**config.mk**
```make
export PLATFORM = sky130hd
export DESIGN_NAME = conv_encoder_flat
export DESIGN_NICKNAME = d
export VERILOG_FILES = /design/src/rtl/conv_encoder_pkg.sv /design/src/rtl/conv_encoder_if.sv /design/src/rtl/conv_encoder_core.sv /design/src/rtl/conv_encoder.sv /design/src/flat_wrapper.sv
export SDC_FILE = /design/constraint.sdc
export NUM_CORES = 1
export LEC_CHECK = 0
export ABC_AREA = 1
export BUFFER_PORTS_ARGS = -buffer_cell sky130_fd_sc_hd__buf_4
export CORE_MARGIN = 10
export CORE_UTILIZATION = 48
export CTS_CLUSTER_SIZE = 24
export DETAILED_ROUTE_END_ITERATION = 10
export GPL_ROUTABILITY_DRIVEN = 0
export PLACE_DENSITY_LB_ADDON = 0.05
export SLEW_MARGIN = 0
export SYNTH_ARGS = -nofsm -noshare
export SYNTH_HDL_FRONTEND = slang
export SYNTH_HIERARCHICAL = 1
export SYNTH_SLANG_ARGS = --single-unit
```
**constraint.sdc**
```tcl
create_clock -name clk -period 1.6 [get_ports clk]
set_input_delay 0.24 -clock clk [delete_from_list [all_inputs] [get_ports clk]]
set_output_delay 0.24 -clock clk [all_outputs]
set_load 0.02 [all_outputs]
```
**src/rtl/conv_encoder_pkg.sv**
```systemverilog
// Shared encoder/decoder definitions: code parameters and FSM state encodings.
// The Viterbi decoder imports the same K/G values.
package conv_encoder_pkg;

    localparam int K = 3;
    localparam logic [K-1:0] G0 = 3'b111;
    localparam logic [K-1:0] G1 = 3'b101;
    localparam int FRAME_LEN = 8;
    localparam int CW = 4;

    typedef enum logic [2:0] {
        S_IDLE  = 3'b000,
        S_ENC   = 3'b001,
        S_TAIL  = 3'b010,
        S_DRAIN = 3'b011
    } state_t;

endpackage

```
**src/rtl/conv_encoder_if.sv**
```systemverilog
// Control, input-bit and output-symbol handshake bundle of the encoder.
// master drives the frame; slave is the encoder.
interface conv_encoder_if;

    logic       en;
    logic       start;
    logic       in_bit;
    logic       in_valid;
    logic       in_ready;
    logic [1:0] sym;
    logic       out_valid;
    logic       out_ready;
    logic       busy;
    logic       done;

    modport master (
        output en, start, in_bit, in_valid, out_ready,
        input  in_ready, sym, out_valid, busy, done
    );

    modport slave (
        input  en, start, in_bit, in_valid, out_ready,
        output in_ready, sym, out_valid, busy, done
    );

endinterface

```
**src/rtl/conv_encoder_core.sv**
```systemverilog
// Combinational encode step: one bit plus shift register gives
// the code symbol and the next shift register contents.
module conv_encoder_core
    import conv_encoder_pkg::*;
(
    input  logic         din,
    input  logic [K-2:0] sr,
    output logic [1:0]   sym,
    output logic [K-2:0] sr_next
);

    logic [K-1:0] w;
    logic [K-1:0] shifted;

    // Window: newest bit at the top, oldest register bit at bit 0
    always_comb begin
        w = '0;
        w[K-1] = din;
        for (int i = 0; i < K-1; i++) begin
            w[K-2-i] = sr[i];
        end
    end

    assign sym = {^(G0 & w), ^(G1 & w)};
    assign shifted = {sr, din};
    assign sr_next = shifted[K-2:0];

endmodule

```
**src/rtl/conv_encoder.sv**
```systemverilog
// Rate-1/2 frame encoder: accepts FRAME_N data bits, appends K-1 zero
// tail bits and streams one registered 2-bit symbol per bit.
module conv_encoder
    import conv_encoder_pkg::*;
#(
    parameter int FRAME_N = FRAME_LEN,
    parameter int CNT_W   = CW
) (
    input logic           clk,
    input logic           rst,
    conv_encoder_if.slave bus
);

    state_t state;
    state_t state_next;

    logic [K-2:0]     sr;
    logic [CNT_W-1:0] cnt;
    logic [1:0]       sym_q;
    logic             vld_q;

    logic             slot_free;
    logic             accept;
    logic             tail_load;
    logic             load;
    logic             enc_bit;
    logic             last_bit;
    logic             last_tail;
    logic             drain_ack;
    logic [1:0]       sym_c;
    logic [K-2:0]     sr_c;

    assign slot_free = !vld_q || bus.out_ready;
    assign accept    = bus.en && (state == S_ENC) && slot_free && bus.in_valid;
    assign tail_load = bus.en && (state == S_TAIL) && slot_free;
    assign load      = accept || tail_load;
    assign enc_bit   = (state == S_ENC) && bus.in_bit;
    assign last_bit  = (cnt == CNT_W'(FRAME_N - 1));
    assign last_tail = (cnt == CNT_W'(K - 2));
    assign drain_ack = bus.en && (state == S_DRAIN) && vld_q && bus.out_ready;

    conv_encoder_core u_core (
        .din     (enc_bit),
        .sr      (sr),
        .sym     (sym_c),
        .sr_next (sr_c)
    );

    // State register, frozen while disabled
    always_ff @(posedge clk or posedge rst) begin
        if (rst) begin
            state <= S_IDLE;
        end else if (bus.en) begin
            state <= state_next;
        end
    end

    // Next-state: frame phases ENC -> TAIL -> DRAIN -> IDLE
    always_comb begin
        state_next = state;
        unique case (state)
            S_IDLE:  if (bus.start) state_next = S_ENC;
            S_ENC:   if (accept && last_bit) state_next = S_TAIL;
            S_TAIL:  if (tail_load && last_tail) state_next = S_DRAIN;
            S_DRAIN: if (drain_ack) state_next = S_IDLE;
            default: state_next = S_IDLE;
        endcase
    end

    // FSM outputs: input ready, busy flag and end-of-frame pulse
    always_comb begin
        bus.in_ready = bus.en && (state == S_ENC) && slot_free;
        bus.busy     = (state != S_IDLE);
        bus.done     = drain_ack;
    end

    // Shift register and per-phase counter
    always_ff @(posedge clk or posedge rst) begin
        if (rst) begin
            sr  <= '0;
            cnt <= '0;
        end else if (bus.en) begin
            if (state == S_IDLE) begin
                sr  <= '0;
                cnt <= '0;
            end else if (load) begin
                sr <= sr_c;
                if ((accept && last_bit) || (tail_load && last_tail)) begin
                    cnt <= '0;
                end else begin
                    cnt <= cnt + CNT_W'(1);
                end
            end
        end
    end

    // Output register: load when the slot frees, hold while stalled
    always_ff @(posedge clk or posedge rst) begin
        if (rst) begin
            sym_q <= '0;
            vld_q <= 1'b0;
        end else if (bus.en) begin
            if (load) begin
                sym_q <= sym_c;
                vld_q <= 1'b1;
            end else if (bus.out_ready) begin
                vld_q <= 1'b0;
            end
        end
    end

    assign bus.sym       = sym_q;
    assign bus.out_valid = vld_q;

endmodule

```
**src/flat_wrapper.sv**
```systemverilog
// flat-port wrapper written by rule: the top's interface ports become plain ports
module conv_encoder_flat import conv_encoder_pkg::*;
#(
    parameter int FRAME_N = FRAME_LEN,
    parameter int CNT_W   = CW
)
  (clk, rst, bus_en, bus_start, bus_in_bit, bus_in_valid, bus_out_ready, bus_in_ready, bus_sym, bus_out_valid, bus_busy, bus_done);
  conv_encoder_if bus_i ();
  input logic clk;
  input logic rst;
  input wire logic [$bits(bus_i.en)-1:0] bus_en;
  input wire logic [$bits(bus_i.start)-1:0] bus_start;
  input wire logic [$bits(bus_i.in_bit)-1:0] bus_in_bit;
  input wire logic [$bits(bus_i.in_valid)-1:0] bus_in_valid;
  input wire logic [$bits(bus_i.out_ready)-1:0] bus_out_ready;
  output wire logic [$bits(bus_i.in_ready)-1:0] bus_in_ready;
  output wire logic [$bits(bus_i.sym)-1:0] bus_sym;
  output wire logic [$bits(bus_i.out_valid)-1:0] bus_out_valid;
  output wire logic [$bits(bus_i.busy)-1:0] bus_busy;
  output wire logic [$bits(bus_i.done)-1:0] bus_done;
  assign bus_i.en = bus_en;
  assign bus_i.start = bus_start;
  assign bus_i.in_bit = bus_in_bit;
  assign bus_i.in_valid = bus_in_valid;
  assign bus_i.out_ready = bus_out_ready;
  assign bus_in_ready = bus_i.in_ready;
  assign bus_sym = bus_i.sym;
  assign bus_out_valid = bus_i.out_valid;
  assign bus_busy = bus_i.busy;
  assign bus_done = bus_i.done;
  conv_encoder #(.FRAME_N(FRAME_N), .CNT_W(CNT_W)) u_core (.clk(clk), .rst(rst), .bus(bus_i));
endmodule
```
Yosys cells after proc, flatten, opt, wreduce, memory -nomap -nowiden
Cells that the tools add are included.
{"block": "classes", "add_sub_neg": 1, "n_mul": 0, "div": 0, "order_cmp": 0, "eq_ne": 9, "n_shift": 0, "muxes": 12, "bitwise": 0, "n_reduce_logical": 25}
{"op": "3-bit two-way mux", "n": 4}
{"op": "4-bit two-way mux", "n": 3}
{"op": "3-bit one-hot mux with 4 select lines", "n": 1}
{"op": "1-bit logical AND", "n": 11}
{"op": "2-bit inequality test (second input constant)", "n": 4}
{"op": "3-bit by 2-bit equality test with 1-bit output (second input constant)", "n": 2}
{"op": "2-bit AND reduction", "n": 3}
{"op": "3-bit parity", "n": 2}
{"op": "5-bit AND reduction", "n": 1}
{"op": "4-bit by 1-bit adder with 4-bit output (second input constant)", "n": 1}
{"op": "4-bit by 1-bit equality test with 1-bit output (second input constant)", "n": 1}
{"op": "4-bit by 3-bit equality test with 1-bit output (second input constant)", "n": 1}
{"op": "2-bit two-way mux", "n": 2}
{"op": "2-bit nonzero test", "n": 2}
{"op": "3-bit by 1-bit equality test with 1-bit output (second input constant)", "n": 1}
{"op": "3-bit logical NOT", "n": 1}
{"op": "1-bit logical OR", "n": 3}
{"op": "3-bit nonzero test", "n": 1}
{"op": "1-bit two-way mux", "n": 2}
{"op": "1-bit logical NOT", "n": 1}
{"block": "totals", "ff_bits": 12, "latch_bits": 0, "ram_bits": 0, "romBits": 0, "in_bits": 7, "output_inout_bits": 6, "wordCells": 52, "n_memories": 0}

Logic depth before layout (Yosys ltp)
Gate-level depths: netlist of run 1.
{"block": "logic_depth", "depth_word": 9, "mapped_depth": 10}

By module
The synthesis of run 1 kept the hierarchy.
{"mod": "conv_encoder", "instances": 1, "cells_per_inst": 104, "area_each_um2": 752.0, "seq_area_each_um2": 275.3}
{"mod": "conv_encoder_core", "instances": 1, "cells_per_inst": 13, "area_each_um2": 58.8, "seq_area_each_um2": 0.0}

Worst setup path after synthesis of run 1
OpenSTA, ideal clock, no wires.
{"block": "synth_path", "path_type": "register to register", "from": "register u_core.state[1]", "to": "register u_core.sym_q[0], in the netlist u_core/bus.sym[0]", "setup_time_ns": 0.117, "arrival_time_ns": 1.369, "required_time_ns": 1.483, "slack_ns": 0.114, "stages_incl_launch_ff": 10, "path_buffers": 0, "cell_sequence": "dfrtp_1 inv_1 ha_1 nand2_1 a21oi_2 nand2_2 nand2_2 inv_1 nand2_1 nand2_1"}
{"block": "synth_between", "elab_chain_len": 6}
{"item": "start, declared", "line": "conv_encoder.sv:14", "source": "state_t state;"}
{"item": "start signal, assigned", "line": "conv_encoder.sv:54", "source": "state <= state_next;"}
{"item": "3-bit by 1-bit equality test with 1-bit output"}
{"item": "1-bit logical AND (2 in series)"}
{"item": "net bus_in_ready", "line": "flat_wrapper.sv:16", "source": "output wire logic [$bits(bus_i.in_ready)-1:0] bus_in_ready;"}
{"item": "1-bit logical AND", "line": "conv_encoder.sv:34", "source": "assign accept = bus.en && (state == S_ENC) && slot_free && bus.in_valid;"}
{"item": "1-bit logical OR", "line": "conv_encoder.sv:36", "source": "assign load = accept || tail_load;"}
{"item": "2-bit AND reduction (no line)"}
{"item": "end signal, assigned", "line": "conv_encoder.sv:104", "source": "sym_q <= sym_c;"}
{"item": "end, declared", "line": "conv_encoder.sv:19", "source": "logic [1:0] sym_q;"}
The timed path passes the listed nets, and every way through them passes these cells.
A chain may end at the register's enable or synchronous reset.

Final worst setup path of run 1
{"block": "layout_path", "from": "register u_core.state[1]", "to": "output port bus_in_ready"}
{"block": "layout_between", "elab_chain_len": 3}
{"item": "3-bit by 1-bit equality test with 1-bit output", "line": "conv_encoder.sv:72", "source": "bus.in_ready = bus.en && (state == S_ENC) && slot_free;"}
{"item": "1-bit logical AND (2 in series)", "line": "conv_encoder.sv:72"}
{"item": "end, declared", "line": "flat_wrapper.sv:16"}
Every way passes these cells.

==> results of run 1 <==
metrics by stage:
stage	util, %	cell area (sq um)
5_1_grt	63.6	992
3_5_place_dp	58.6	913
3_3_place_gp	58.6	913
2_1_floorplan	-	811
6_report	63.6	992
4_1_cts	61.7	962
layout by cell type, fill, tap and decap left out, drive strengths merged:
master	n
nand2	47
inv	18
nand3	15
buf	14
dfrtp	11
nor2	9
ha	7
clkbuf	4
a21oi	3
nand4	2
dlygate4sd3	1
and2	1
xor2	1
or2	1
layer usage:
metal	share of wire (%)	vias to the layer above	wire length [um]	GRT usage [%]
met5	0	-	0	0
met4	0.52	0	9	3.91
met3	4.9	2	84	3.29
met2	44	14	763	15.7
met1	50	320	871	13.6
li1	-	393	-	-
kinds of logic (layout without fill, tap and decap cells):
| group | Yosys count | count (layout) | synth area share (%) |
|---|---|---|---|
| flops | 11 | 11 | 34.0 |
| xor+xnor | 1 | 1 | 1.08 |
| buf+inv | 20 | 37 | 10.2 |
| compound gates | 3 | 3 | 2.32 |
| simple gates | 75 | 75 | 41.7 |
| fa+ha+maj | 7 | 7 | 10.8 |
worst max-delay path, stage by stage (launching register included):
cell and delay [ns]:
dfrtp_1 0.39, inv_2 0.10, ha_4 0.15, nand2_2 0.06, a21oi_2 0.15, buf_6 0.14
report_power, final:
part	leakage (nW)	internal (mW)	total [mW]	switching, mW
registers	0.144	0.372	0.475	0.103
logic	0.401	0.375	0.909	0.533
clock network	0.0150	0.0963	0.191	0.0952
path summary, 6_finish.rpt:
kind / from / end / slack (ns) / cells after the start
max in group asynchronous: rst / u_core/state[0] / 0.71 / 3
hold reg to reg: u_core/bus.sym[1] / u_core/bus.sym[1] / 0.47 / 2
hold / removal: bus_out_ready / u_core/bus.out_valid / 0.25 / 4
setup / recovery: u_core/state[1] / bus_in_ready / 0.10 / 5
min in group asynchronous: rst / u_core/sr[1] / 0.55 / 3
setup reg to reg: u_core/state[0] / u_core/cnt[1] / 0.13 / 8
sequential cells by signal, indices dropped and copies added (netlist names):
register,count
u_core/state,2
u_core/sr,2
u_core/bus.out_valid,1
u_core/bus.sym,2
u_core/cnt,4
timing repair:
item,CTS,global route
setup buffers,1,0
endpoints found under the setup margin,2,4
hold endpoints to repair,11,0
hold buffers,1,0
resized for setup,2,8
cell type report:
type / count / area (sq um)
inverters: 18 / 67.6
repair buffers: 15 / 119
clock buffers: 4 / 26.3
flip-flops and latches: 11 / 277
multi-input cells: 86 / 483
fillers: 159 / 567
well taps: 16 / 20.0
==> run_results.csv, run 1 <==
group,metric,value,unit
outcome,status,"finished, final reports clean",
yosys,synth-seq-area-share,34.0,%
timing,tns,0,ns
drt,drt_wl_total,1730,um
run,maxCapViolCount,0,
drt,ant_nets,0,
setup_path,path_class,"reg2out",
timing,worst_pin_slew,0.463,ns
setup_path,crit_arrival,1.26,ns
clock_network,ctsLongestPathBuffers,2,
power_and_ir_drop,power,1.58,mW
global_routing,grt_pass1_wl,2960,um
yosys,syn-cell-area,811,sq um
clock_network,clkSinkCount,11,
power_and_ir_drop,p_per_area,1590,mW/mm^2
yosys,synthesis.yosys.warnings,6,
setup_path,critPathLaunchType,"flop",
die,dieHeight,61.1,um
global_routing,grt_overflow,0,
timing,fin_crit_sh,93.7,%
place,numPortBuffers,12,
clock_network,htree_levels,1,
clock_network,cts_tree,"built",
clock_network,numCtsBuffers,3,
yosys,synth_commonest_cells,"nand2_1 (43), inv_1 (16), nand3_1 (13)",
die,ioPinCount,13,
global_routing,grt_usage,10.4,%
die,die-width,61.1,um
cells_and_area,synthToLayoutAreaGrowth,22.4,%
drt,drt-vias-per-instance,4.86,
hold_path,hold_class,"in2reg",
power_and_ir_drop,power.leakage,0.560,nW
drt,avgRoutedWirePerCell,11.5,um
cells_and_area,nNetsFinal,149,
drt,drc_errors,0,
yosys,synth.largest_area_cell,"dfrtp_1",
yosys,ys_async_sr_fraction,100,%
clock_network,insertion_delay,0.27,ns
timing,slew_headroom,69.1,%
yosys,synth-main-ff-cell,"dfrtp_1",
yosys,synthTopCellsByArea,"dfrtp_1 (34%), nand2_1 (20%), ha_1 (11%)",
die,dieArea,0.00373,sq mm
cells_and_area,final_cells,150,
timing,fin_hold_ws,0.247,ns
timing,finalSetupViolCount,0,
yosys,synth_cell_types,17,
timing,skew,0.00717,ns
timing,drv_slew,0,
clock_network,clk_pin_slew,0.08,ns
yosys,syn_area_per_cell,6.93,sq um
drt,via_count,729,
place,dp_slack,0.0903,ns
place,place_hpwl,1370,um
drt,firstDrtPassIters,4,
timing,period_minus_slack,1.50,ns
timing,max_freq,667,MHz
yosys,postSynthCellCount,117,
die,rows,14,
yosys,synth_seq_cells,11,
place,dp.cells,144,
yosys,synth_top_area_share,34.0,%
setup_path,end_kind,"output pin",
global_routing,antenna_found_initial,0,
clock_network,clock-root-buffer,"clkbuf_4",
die,coreArea,0.00156,sq mm
die,initial_utilization,52.0,%
cells_and_area,drive_gt1_share,24.6,%
setup_path,required,1.36,ns
power_and_ir_drop,peakVddDrop,1.01,mV
global_routing,grt_pass1_vias,663,
timing,hold_viol,0,
yosys,syn_nets,131,
cells_and_area,antenna_cells,0,
timing,fin_ws,0.100,ns
yosys,synth_edf_count,0,
global_routing,grt_max_degree,12,
drt,drt_first_iter_violations,12,
setup_path,cp_max_fo,3,
yosys,yosysMostFrequentCell,"nand2_1",
No activity file was read; power rests on OpenSTA's default activity.
==> run 2, diff against run 1 <==
--- a/config.mk
+++ b/config.mk
@@ -12,6 +12,7 @@
 export CTS_CLUSTER_SIZE = 24
 export DETAILED_ROUTE_END_ITERATION = 10
 export GPL_ROUTABILITY_DRIVEN = 0
+export MAX_ROUTING_LAYER = met4
 export PLACE_DENSITY_LB_ADDON = 0.05
 export SLEW_MARGIN = 0
 export SYNTH_ARGS = -nofsm -noshare
==> constraint.sdc (replaced) <==
create_clock -name clk -period 1.6 [get_ports clk]
set_input_delay 0.32 -clock clk [delete_from_list [all_inputs] [get_ports clk]]
set_output_delay 0.32 -clock clk [all_outputs]
set_load 0.02 [all_outputs]
==> run_results.csv, run 2 (synthesis results as in run 1) <==
group,metric,value,unit
outcome,status,"finished, final reports clean",
global_routing,grt_overflow,0,
die,dieArea,0.00373,sq mm
setup_path,critPathMaxStageDelay,0.39,ns
drt,avgRoutedWirePerCell,11.8,um
clock_network,insertion_delay,0.27,ns
clock_network,cts_tree,"built",
cells_and_area,synthToLayoutAreaGrowth,23.8,%
timing,rsz0062_at_grt,"true",
timing,worst_pin_slew,0.466,ns
setup_path,cpMaxStageDelayCell,"dfrtp_1",
setup_path,cp_common_cell,"buf_4",
setup_path,path_class,"reg2out",
power_and_ir_drop,p_sw,742,uW
timing,finalSetupViolCount,0,
cells_and_area,stdcell_area,0.00100,sq mm
clock_network,numCtsBuffers,3,
clock_network,clock-root-buffer,"clkbuf_4",
hold_path,hold_class,"in2async",
cells_and_area,layout.filler_cells,156,
timing,drv_slew,0,
clock_network,ctsLongestPathBuffers,2,
timing,slew_headroom,68.9,%
cells_and_area,largest_reg_flops,4,
power_and_ir_drop,clockPowerShare,11.6,%
setup_path,end_kind,"output pin",
power_and_ir_drop,switching_share,45.6,%
die,rows,14,
cells_and_area,final_cells,153,
drt,drt_wl_total,1810,um
place,numPortBuffers,12,
setup_path,critPathLaunchType,"flop",
power_and_ir_drop,p_per_area,1620,mW/mm^2
cells_and_area,drive_gt1_share,27.0,%
global_routing,grt_pass1_wl,3020,um
setup_path,crit_start,"u_core/state[1]",
drt,ant_nets,0,
clock_network,clk_pin_slew,0.08,ns
setup_path,crit_arrival,1.25,ns
place,place_hpwl,1370,um
cells_and_area,antenna_cells,0,
power_and_ir_drop,power,1.63,mW
setup_path,r2r-start,"u_core/state[0]",
clock_network,clkSinkCount,11,
die,die-width,61.1,um
power_and_ir_drop,p_int,884,uW
drt,drt-vias-per-instance,4.88,
power_and_ir_drop,peakVddDrop,0.931,mV
timing,period_minus_slack,1.57,ns
setup_path,cp_max_fo,4,
power_and_ir_drop,power.leakage,0.576,nW
timing,hold_viol,0,
drt,firstDrtPassIters,4,
power_and_ir_drop,combPwrFrac,59.7,%
cells_and_area,regMostFlops,"u_core/cnt",
cells_and_area,final_cell_mix,"nand2_1 (42), buf_4 (17), inv_1 (13), nand3_1 (12), dfrtp_1 (11)",
timing,fin_hold_ws,0.0612,ns
cells_and_area,nNetsFinal,152,
global_routing,grt_max_degree,12,
timing,skew,0.00869,ns
global_routing,antenna_found_initial,0,
die,dieHeight,61.1,um
setup_path,crit_chain,"buf_4, ha_1, nand2_1, nor2_1, buf_4",
timing,fin_crit_sh,98.2,%
global_routing,grt_usage,11.0,%
clock_network,htree_levels,1,
power_and_ir_drop,seqPwrFrac,28.7,%
run,maxCapViolCount,0,
place,placed_area,913,sq um
die,initial_utilization,52.0,%
timing,max_freq,637,MHz
setup_path,required,1.28,ns
die,coreArea,0.00156,sq mm
cells_and_area,layout_commonest_cell,"nand2_1",
die,ioPinCount,13,
global_routing,grt_pass1_vias,676,
place,dp.cells,144,
drt,via_count,747,
drt,drc_errors,0,
drt,drt_first_iter_violations,17,
-- run 2: changes by cell type in the layout (fill, tap and decap cells not counted), sizes merged --
cell / delta
dlygate4sd3: -1
buf: +4
-- run 2: power by group through the flow --
stage          registers [mW]  clock network [mW]  logic, mW
2_1_floorplan           0.495                   0      0.564
3_3_place_gp            0.469                   0      0.819
3_5_place_dp            0.472                   0      0.823
4_1_cts                 0.463               0.204      0.881
5_1_grt                 0.483               0.219       1.10
6_report                0.466               0.189      0.970
-- run 2: final timing paths --
kind | to | slack (ns) | cells past startpoint
max | bus_done | 0.03 | 5
min | u_core/sr[1] | 0.06 | 2
max reg2reg | u_core/cnt[1] | 0.07 | 8
min reg2reg | u_core/bus.sym[1] | 0.47 | 2
max in group asynchronous | u_core/cnt[2] | 1.21 | 2
min in group clk | u_core/bus.out_valid | 0.33 | 4
-- run 2: metal layers --
layer,vias to the layer above,global-route usage (%),part of all wire [%]
li1,399,-,-
met1,330,13.6,48
met2,14,16.0,45
met3,4,3.29,5.5
met4,0,5.21,2.0
met5,-,-,0
-- run 2: repair_timing --
item / 4_1_cts / 5_1_grt
setup buffers: 3 / 2
endpoints found under the setup margin: 2 / 9
hold buffers: 0 / 0
gates resized for setup: 2 / 7
endpoints found under the hold margin: 0 / 0
pin swaps: 0 / 1
-- run 2: final cells by class --
class | instances | area, sq um | share of cell area, %
clock buffers | 4 | 26.3 | 2.62
well taps | 16 | 20.0 | 2.00
flip-flops and latches | 11 | 275 | 27.4
repair buffers | 18 | 139 | 13.8
multi-input cells | 86 | 475 | 47.4
inverters | 18 | 67.6 | 6.73
-- run 2: through the flow --
| stage | worst slack, ns | setup TNS [ns] | util, % |
|---|---|---|---|
| 3_3_place_gp | 0.162 | 0 | 58.6 |
| 5_1_grt | -0.0684 | -0.439 | 64.4 |
| 4_1_cts | -0.0119 | -0.0146 | 62.0 |
| 2_1_floorplan | 0.114 | 0 | - |
| 3_5_place_dp | 0.0903 | 0 | 58.6 |
| 6_report | 0.0293 | 0 | 64.4 |
-- run 2: worst max-delay path: cells and delay by family, from the launching register on --
family	cells	cell delay [ns]
flip-flops	1	0.39
buffers and inverters	2	0.30
adder cells (fa/ha/maj)	1	0.19
AND/OR/NAND/NOR	2	0.11
